**src/rtl/song_display_banked.sv**
```systemverilog
// Banked song display: PAGES pages of STEPS note slots, one page shown on a registered bus.
// Optional PAGE_CLEAR_EN builds a per-page clear driven by clr.
module song_display_banked #(
  parameter int NOTE_W = 2,
  parameter int STEPS = 16,
  parameter int PAGES = 4,
  parameter int SCROLL_TICKS = 8,
  localparam int PAGE_W = STEPS * NOTE_W,
  localparam int PG_W = $clog2(PAGES),
  localparam int POS_W = $clog2(STEPS)
) (
  input  logic              clk,
  input  logic              rst,
  input  logic [1:0]        mode,
  input  logic              toggle,
  input  logic              tick,
  input  logic              wr_en,
  input  logic [PG_W-1:0]   wr_page,
  input  logic [POS_W-1:0]  wr_pos,
  input  logic [NOTE_W-1:0] wr_note,
  input  logic              clr,
  output logic [PAGE_W-1:0] current_note,
  output logic [PG_W-1:0]   page_idx,
  output logic              page_wrap
);

  localparam int CNT_W = (SCROLL_TICKS > 1) ? $clog2(SCROLL_TICKS) : 1;

  typedef enum logic [1:0] {
    MANUAL = 2'b00,
    AUTO   = 2'b01,
    HOLD   = 2'b10,
    BLANK  = 2'b11
  } mode_e;

  mode_e             mode_d, mode_q;
  logic              toggle_q;
  logic [PG_W-1:0]   page_idx_d, page_idx_q;
  logic [CNT_W-1:0]  tick_cnt_d, tick_cnt_q;
  logic              page_wrap_d, page_wrap_q;
  logic [PAGE_W-1:0] note_d, note_q;
  logic [PAGE_W-1:0] mem_d [PAGES];
  logic [PAGE_W-1:0] mem_q [PAGES];
  logic              rise, last_tick, last_page, advance;

  assign mode_d = mode_e'(mode);

  // Advance is decided by the registered mode; a mode change only clears the tick count.
  always_comb begin
    rise       = toggle & ~toggle_q;
    last_tick  = 32'(tick_cnt_q) == 32'(SCROLL_TICKS - 1);
    last_page  = 32'(page_idx_q) == 32'(PAGES - 1);
    advance    = 1'b0;
    tick_cnt_d = tick_cnt_q;
    unique case (mode_q)
      MANUAL: advance = rise;
      AUTO: begin
        if (tick) begin
          advance    = last_tick;
          tick_cnt_d = last_tick ? '0 : tick_cnt_q + CNT_W'(1);
        end
      end
      default: ;
    endcase
    if (mode_d != mode_q) tick_cnt_d = '0;
    page_idx_d = page_idx_q;
    if (advance) page_idx_d = last_page ? '0 : page_idx_q + PG_W'(1);
    page_wrap_d = advance & last_page;
    note_d = (mode_d == BLANK) ? '0 : mem_q[page_idx_q];
  end

  always_comb begin
    for (int p = 0; p < PAGES; p++) begin
      mem_d[p] = mem_q[p];
      if (wr_en && 32'(wr_page) == 32'(p)) begin
        for (int s = 0; s < STEPS; s++) begin
          if (32'(wr_pos) == 32'(s)) mem_d[p][s*NOTE_W +: NOTE_W] = wr_note;
        end
      end
`ifdef PAGE_CLEAR_EN
      if (clr && 32'(wr_page) == 32'(p)) mem_d[p] = '0;
`endif
    end
  end

`ifndef PAGE_CLEAR_EN
  logic unused_clr;
  assign unused_clr = clr;
`endif

  always_ff @(posedge clk) begin
    if (rst) begin
      mode_q      <= MANUAL;
      toggle_q    <= 1'b0;
      page_idx_q  <= '0;
      tick_cnt_q  <= '0;
      page_wrap_q <= 1'b0;
      note_q      <= '0;
      for (int p = 0; p < PAGES; p++) mem_q[p] <= '0;
    end else begin
      mode_q      <= mode_d;
      toggle_q    <= toggle;
      page_idx_q  <= page_idx_d;
      tick_cnt_q  <= tick_cnt_d;
      page_wrap_q <= page_wrap_d;
      note_q      <= note_d;
      for (int p = 0; p < PAGES; p++) mem_q[p] <= mem_d[p];
    end
  end

  assign current_note = note_q;
  assign page_idx     = page_idx_q;
  assign page_wrap    = page_wrap_q;

endmodule
```
**config.mk**
```make
export PLATFORM = sky130hd
export DESIGN_NAME = song_display_banked
export DESIGN_NICKNAME = d
export VERILOG_FILES = /design/src/rtl/song_display_banked.sv
export SDC_FILE = /design/constraint.sdc
export NUM_CORES = 1
export LEC_CHECK = 0
export CAP_MARGIN = 10
export CORE_UTILIZATION = 63
export DETAILED_ROUTE_END_ITERATION = 10
export PLACE_DENSITY = 0.81
export SYNTH_ARGS = -nofsm -noshare
export SYNTH_HDL_FRONTEND = slang
export SYNTH_SLANG_ARGS = --single-unit
```
**constraint.sdc**
```tcl
create_clock -name clk -period 4.04 [get_ports clk]
set_clock_uncertainty 0.05 [all_clocks]
set_input_delay 0.606 -clock clk [delete_from_list [all_inputs] [get_ports clk]]
set_output_delay 0.606 -clock clk [all_outputs]
set_load 0.1 [all_outputs]
```
### Word level (Yosys, flattened, before mapping)

Memories as Yosys holds them, arrays and structs flattened. A register that Yosys moved wholly into a read port is not among the register bits.
Cells that the tools add are included.

| storage, ports and cells | value |
|---|---|
| bits in registers | 9 |
| bits in writable memories | 128 |
| input port bits | 16 |
| word-level logic and storage cells | 439 |
| memories | 1 |

| operators by class | value |
|---|---|
| add/sub/neg operators | 2 |
| equal/unequal tests | 151 |
| muxes and demuxes | 139 |
| bitwise operators | 67 |
| reduce and logical (&&, ||, !) cells | 74 |

Memories:

| name | depth | width | read ports | clocked after memory_dff | wr ports | RTL line | source |
|---|---|---|---|---|---|---|---|
| mem_q | 4 | 32 | 1 | 1 | 4 | 43 | `logic [PAGE_W-1:0] mem_q [PAGES];` |

Operators by type and width:

| kind | count |
|---|---|
| $mux W2 | 129 |
| $reduce_and A3 Y1 | 64 |
| $mux W32 | 4 |
| $ne A2 B2 Y1 const B | 64 |
| $ne A1 B1 Y1 const B | 64 |
| $or A1 B1 Y1 | 64 |
| $eq A4 B4 Y1 const B | 8 |
| $eq A4 B3 Y1 const B | 4 |
| $eq A2 B2 Y1 const B | 4 |
| $eq A4 B2 Y1 const B | 2 |
| $eq A2 B1 Y1 const B | 2 |
| $eq A4 B1 Y1 const B | 1 |
| $logic_and A1 B1 Y1 | 4 |
| $logic_not A2 Y1 | 2 |
| $logic_not A4 Y1 | 1 |
| $mux W1 | 4 |
| $reduce_or A2 Y1 | 2 |
| $add A3 B1 Y3 const B | 1 |
| $eq A3 B3 Y1 const B | 1 |
| $mux W3 | 1 |
| $add A2 B1 Y2 const B | 1 |
| $and A1 B1 Y1 | 2 |
| $ne A2 B2 Y1 | 1 |
| $pmux W1 S2 | 1 |
| other kinds (2) | 2 |

### Longest topological paths before layout

Gate-level depths: netlist of the first run.

| depth | value |
|---|---|
| depth after elaboration | 5 |
| gate-level depth with buffers | 5 |

### Worst setup path after synthesis of the first run

Ideal clock, no wire load.

| timing path | value |
|---|---|
| kind | register -> register |
| start point | reg page_idx_q[0], in the netlist page_idx[0] |
| end point | reg note_q[0], in the netlist current_note[0], read port of mem_q |
| setup time | 0.128 ns |
| arrival | 2.000 ns |
| path slack | 1.862 ns |
| cell stages (with the launch flop) | 5 |
| buffers on the path | 2 |
| period minus slack after synthesis | 2.178 ns |
| cells stage by stage | dfxtp_1 buf_6 buf_6 mux4_2 nor2b_1 |

RTL lines:

| item | RTL line | source |
|---|---|---|
| start: declaration | 38 | `logic [PG_W-1:0] page_idx_d, page_idx_q;` |
| start signal: assignment | 103 | `page_idx_q <= page_idx_d;` |
| end: declaration | 41 | `logic [PAGE_W-1:0] note_d, note_q;` |

### Worst setup path in the final report of the first run

| timing path | value |
|---|---|
| start point | reg note_q[31], in the netlist current_note[31], read port of mem_q |
| end point | out current_note[31] |

RTL lines:

| item | RTL line | source |
|---|---|---|
| end: declaration | 22 | `output logic [PAGE_W-1:0] current_note,` |

No word-level cell between the ends.

==> flow_metrics.py, run 1 <==
metrics = {
    "routing": {
        "vias": 4402,
        "drt-initial-drc-count": 412,
        "wl_mm": 15.3,
        "drcViolationCount": 0,
        "drtAntennaViolNets": 0,
        "wire_per_inst_um": 21.2,
        "viasPerCell": 6.11,
        "firstDrtPassIters": 4,
    },
    "floorplanning": {
        "io_pins": 51,
        "rows": 38,
        "die_w_um": 109,
        "die_area_sq_um": 11800,
        "core_region_area_sq_um": 11000,
        "die_h_um": 109,
        "initial_core_util": 0.654,
    },
    "clock_network": {
        "h-tree-depth": 4,
        "cts_resized": 0,
        "postCtsHoldBufs": 0,
        "root_buffer": "clkbuf_16",
        "cts_sinks": 169,
        "clk_latency_ns": 0.44,
        "cts_tree": "yes",
        "clk_path_buf_depth": 2,
        "cts_buffers": 17,
        "cts_setup_buffers": 0,
        "path_clk_slew_ns": 0.06,
    },
    "timing": {
        "slew_headroom": 0.319,
        "final.setup.worst_slack_ns": 1.47,
        "slew_viol_final": 0,
        "tns_ns": 0,
        "hold_viol_final": 0,
        "worstMarginPinSlew_ns": 1.02,
        "fin_crit_sh": 0.636,
        "final-setup-viol-count": 0,
        "clock.fmax_mhz": 389,
        "rsz0062_at_grt": "no",
        "period_needed_ns": 2.57,
    },
    "pwr": {
        "max-vdd-ir-drop_uv": 535,
        "power.density_nw_per_um2": 514,
        "leakagePower_nw": 2.66,
    },
    "worst_setup_path": {
        "start_kind": "flop",
        "crit_fanout": 1,
        "cpPeakStageDelay_ns": 1.16,
        "path_buf_inv": 1,
        "worstReg2RegStart": "page_idx[0]",
        "worst_setup_path_end_kind": "primary output",
        "startpoint": "current_note[31]",
        "crit_chain": "clkdlybuf4s50_1",
        "arrival_ns": 1.91,
        "crit_family": "buffers and inverters",
        "crit_slowest_cell": "clkdlybuf4s50_1",
        "crit_type": "reg -> out",
        "crit_required_ns": 3.38,
    },
    "placement": {
        "dpl-instance-area_sq_um": 7660,
        "dp_hpwl_mm": 8.76,
        "place_congestion": 0.762,
        "numPortBuffers": 49,
        "pre_cts_ws_ns": 1.31,
    },
    "yosys": {
        "synth_area_per_cell_sq_um": 13.3,
        "synth_cells": 540,
        "synth_area_sq_um": 7190,
        "synth_seq_cells": 169,
        "synthesis.nets": 559,
        "seq_area_frac_synth": 0.649,
        "yosys_warnings": 0,
        "synth_cell_types": 27,
    },
    "min_path": {
        "hold_path_class": "reg -> reg",
        "hp-start": "tick_cnt_q[1]",
    },
    "layout": {
        "nFillCells": 639,
        "postLayoutCoreUtil": 0.759,
        "drive_above_1_share": 0.131,
        "diodes": 0,
        "final_area_sq_um": 8330,
        "fin_nets": 587,
        "area_growth_syn_to_layout_pct": 15.9,
    },
    "global_route": {
        "grt_max_degree": 55,
        "antenna_found_initial": 0,
        "grt_pass1_wl_mm": 23.5,
        "grt_pass1_vias": 4461,
        "grtUsageTotal": 0.287,
        "overflow": 0,
    },
    "run": {
        "cap_violations": 0,
    },
    "run_status": {
        "status": "complete, no violations",
    },
}
-- cell usage after synthesis (all sizes together) --
library cell	number	area [sq um]
clkbuf	20	75.1
nand3	10	50.1
a21oi	3	18.8
a21o	1	7.51
or3	2	12.5
nor2b	39	244
mux2i	2	20.0
or3b	2	17.5
nor2	132	495
nand3b	1	7.51
nand4	1	6.26
buf	27	160
edfxtp	128	3840
and2b	3	22.5
and3b	3	26.3
o21bai	64	480
mux4	32	721
nand2	20	75.1
xor2	2	17.5
mux2	1	11.3
ha	3	37.5
nand2b	2	12.5
nor3	1	5.00
dfxtp	41	821
-- kinds of logic (layout without fill, tap and decap cells) --
family,count (synthesis),in the layout,synth area share
AOI/OAI and AO/OA,68,68,0.0705
adders and majority gates,3,3,0.00522
DFF,169,169,0.649
muxes,35,35,0.105
and+or+nand+nor,216,216,0.136
buffers and inverters,47,88,0.0327
xor gates and xnor gates,2,2,0.00244
-- placed cells by master, fill, tap and decap left out, types with 2 or more instances in the layout --
master / n
clkbuf_8: 2
xor2_1: 2
and2b_1: 3
mux4_2: 32
nor2b_1: 39
and3b_1: 3
nor2_1: 132
a21oi_1: 2
mux2i_1: 2
nand2_1: 20
clkinv_2: 2
clkbuf_16: 19
nand3_1: 10
nand2b_1: 2
clkdlybuf4s50_1: 47
buf_4: 8
bufinv_16: 4
or3_1: 2
clkinvlp_4: 4
dfxtp_1: 40
o21bai_1: 64
ha_1: 3
edfxtp_1: 128
-- report_power, final --
| part | switching [mW] | internal (mW) | total [mW] |
|---|---|---|---|
| sequential | 0.0307 | 1.96 | 1.99 |
| combinational | 0.333 | 0.159 | 0.493 |
| clock | 0.659 | 1.14 | 1.80 |
| total | 1.02 | 3.26 | 4.28 |
-- routing by layer --
metal	track usage	wire length, um	up-vias
met4	0.128	308	0
met2	0.473	7980	207
met1	0.354	5660	2188
li1	-	-	1977
met3	0.0831	1330	30
met5	0	0	-
-- path summary, 6_finish.rpt --
path	endpoint	slack [ns]	cells past startpoint
worst max-delay path	current_note[31]	1.47	1
worst min-delay path	tick_cnt_q[1]	0.42	2
worst max register to register	current_note[3]	2.16	3
worst min register to register	tick_cnt_q[1]	0.42	2
-- registers in the layout (all words and copies together) (netlist names) --
register      cells
page_idx          2
tick_cnt_q        3
mem_q           128
current_note     32
toggle_q          1
mode_q            2
page_wrap         1
-- metrics by stage --
step	instances	hold slack, ns	power (mW)
global placement	689	0.406	2.50
detailed placement	689	0.415	2.52
floorplan	540	0.385	2.40
CTS	721	0.423	4.29
global route	721	0.442	4.40
finish	721	0.423	4.28
-- final cells by class --
| cell class | count | area (sq um) | share of cell area |
|---|---|---|---|
| well taps | 140 | 175 | 0.0210 |
| flip-flops and latches | 169 | 4670 | 0.560 |
| repair buffers | 56 | 536 | 0.0643 |
| clock buffers | 22 | 507 | 0.0608 |
| multi-input cells | 324 | 2290 | 0.275 |
| clock inverters | 10 | 160 | 0.0192 |
(Power assumes the default switching activity.)
==> run 2, diff against run 1 <==
--- a/config.mk
+++ b/config.mk
@@ -6,9 +6,9 @@
 export NUM_CORES = 1
 export LEC_CHECK = 0
 export CAP_MARGIN = 10
-export CORE_UTILIZATION = 63
+export CORE_UTILIZATION = 58
 export DETAILED_ROUTE_END_ITERATION = 10
-export PLACE_DENSITY = 0.81
+export PLACE_DENSITY = 0.75
 export SYNTH_ARGS = -nofsm -noshare
 export SYNTH_HDL_FRONTEND = slang
 export SYNTH_SLANG_ARGS = --single-unit
==> constraint.sdc (replaced) <==
create_clock -name clk -period 2.4 [get_ports clk]
set_clock_uncertainty 0.05 [all_clocks]
set_input_delay 0.36 -clock clk [delete_from_list [all_inputs] [get_ports clk]]
set_output_delay 0.36 -clock clk [all_outputs]
set_load 0.1 [all_outputs]
==> run 2 against run 1 <==
Cell area increased by 0.57%. Worst setup slack got worse by 1.2 ns. Worst hold slack barely moved. Critical path type unchanged.
==> flow_metrics.py, run 2 (synthesis gave the netlist of run 1 again) <==
metrics = {
    "floorplanning": {
        "core_region_area_sq_um": 12100,
        "io_pins": 51,
        "rows": 40,
        "die_w_um": 113,
        "initial_core_util": 0.596,
        "die_area_sq_um": 12800,
        "die_h_um": 113,
    },
    "global_route": {
        "grtUsageTotal": 0.254,
        "antenna_found_initial": 0,
        "grt_pass1_wl_mm": 23.3,
        "overflow": 0,
        "grt_pass1_vias": 4477,
        "grt_max_degree": 61,
    },
    "layout": {
        "regMostFlops": "mem_q",
        "largest_reg_flops": 128,
        "diodes": 0,
        "final_area_sq_um": 8380,
        "area_growth_syn_to_layout_pct": 16.6,
        "layout.cells.non_filler": 769,
        "fin_nets": 607,
        "layout_commonest_cell": "nor2_1",
        "final_cell_mix": "nor2_1, edfxtp_1, o21bai_1, buf_4, dfxtp_1",
        "drive_above_1_share": 0.211,
    },
    "pwr": {
        "max-vdd-ir-drop_uv": 536,
        "finalPower_mw": 6.74,
        "leakagePower_nw": 2.78,
        "power.density_nw_per_um2": 804,
    },
    "clock_network": {
        "cts_sinks": 169,
        "cts_tree": "yes",
        "clk_path_buf_depth": 2,
        "cts_buffers": 17,
        "path_clk_slew_ns": 0.06,
        "cts_resized": 0,
        "h-tree-depth": 4,
        "root_buffer": "clkbuf_16",
        "cts_setup_buffers": 0,
        "clk_latency_ns": 0.42,
        "postCtsHoldBufs": 0,
    },
    "timing": {
        "rsz0062_at_grt": "no",
        "worstMarginPinSlew_ns": 0.627,
        "final-setup-viol-count": 0,
        "clock.fmax_mhz": 471,
        "slew_headroom": 0.582,
        "tns_ns": 0,
        "final.setup.worst_slack_ns": 0.277,
        "period_needed_ns": 2.12,
        "slew_viol_final": 0,
        "hold_viol_final": 0,
        "fin_crit_sh": 0.884,
    },
    "worst_setup_path": {
        "worst_setup_path_end_kind": "primary output",
        "start_kind": "flop",
        "crit_type": "reg -> out",
        "crit_fanout": 16,
        "crit_required_ns": 1.99,
        "arrival_ns": 1.71,
    },
    "routing": {
        "firstDrtPassIters": 5,
        "viasPerCell": 5.77,
        "drt-initial-drc-count": 464,
        "wire_per_inst_um": 19.4,
        "vias": 4439,
        "drtAntennaViolNets": 0,
        "drcViolationCount": 0,
        "wl_mm": 14.9,
    },
    "placement": {
        "pre_cts_ws_ns": 0.176,
        "dpl-instance-area_sq_um": 7830,
        "dp_cells": 737,
        "place_congestion": 0.771,
        "dp_hpwl_mm": 9.19,
        "numPortBuffers": 49,
    },
    "run_status": {
        "status": "complete, no violations",
    },
    "run": {
        "cap_violations": 0,
    },
    "min_path": {
        "hold_path_class": "reg -> reg",
    },
}
[run 2: cell type report]
class                   count  area [sq um]
well taps                 168           210
repair buffers             76           663
fillers                   804          3680
multi-input cells         324          2290
flip-flops and latches    169          4670
clock buffers              24           482
clock inverters             8          70.1
[run 2: metal layers]
| metal | vias to the layer above | global-route usage | wire length, um |
|---|---|---|---|
| met3 | 33 | 0.0611 | 1050 |
| met5 | - | 0 | 0 |
| li1 | 2017 | - | - |
| met2 | 193 | 0.413 | 7600 |
| met4 | 0 | 0.123 | 374 |
| met1 | 2196 | 0.322 | 5910 |
[run 2: stage by stage]
stage | hold WS [ns] | utilization
after floorplan | 0.385 | -
after global placement | 0.400 | 0.649
after detailed placement | 0.411 | 0.649
after CTS | 0.419 | 0.695
after global routing | 0.448 | 0.695
final | 0.423 | 0.695
[run 2: power by group]
part	leakage, nW	internal [mW]	total, mW	switching, mW
Sequential	1.56	3.30	3.36	0.0630
Combinational	0.958	0.276	0.827	0.551
Clock	0.270	1.50	2.55	1.05
[run 2: critical path: stages, from the launching register on]
cell and delay [ns]:
dfxtp_2 0.73, buf_12 0.25, buf_4 0.31
[run 2: path summary, 6_finish.rpt]
path | start | to | slack [ns] | cells past startpoint
setup / recovery | page_idx[0] | page_idx[0] | 0.28 | 2
hold / removal | tick_cnt_q[1] | tick_cnt_q[1] | 0.42 | 2
setup reg to reg | page_idx[0] | current_note[11] | 0.47 | 3
hold reg to reg | tick_cnt_q[1] | tick_cnt_q[1] | 0.42 | 2
==> run 3, diff against run 2 <==
--- a/config.mk
+++ b/config.mk
@@ -9,6 +9,7 @@
 export CORE_UTILIZATION = 58
 export DETAILED_ROUTE_END_ITERATION = 10
 export PLACE_DENSITY = 0.75
+export SKIP_CTS_REPAIR_TIMING = 1
 export SYNTH_ARGS = -nofsm -noshare
 export SYNTH_HDL_FRONTEND = slang
 export SYNTH_SLANG_ARGS = --single-unit
==> results of run 3 <==
Same layout as run 2: the final DEF is identical, and so are final timing and power.
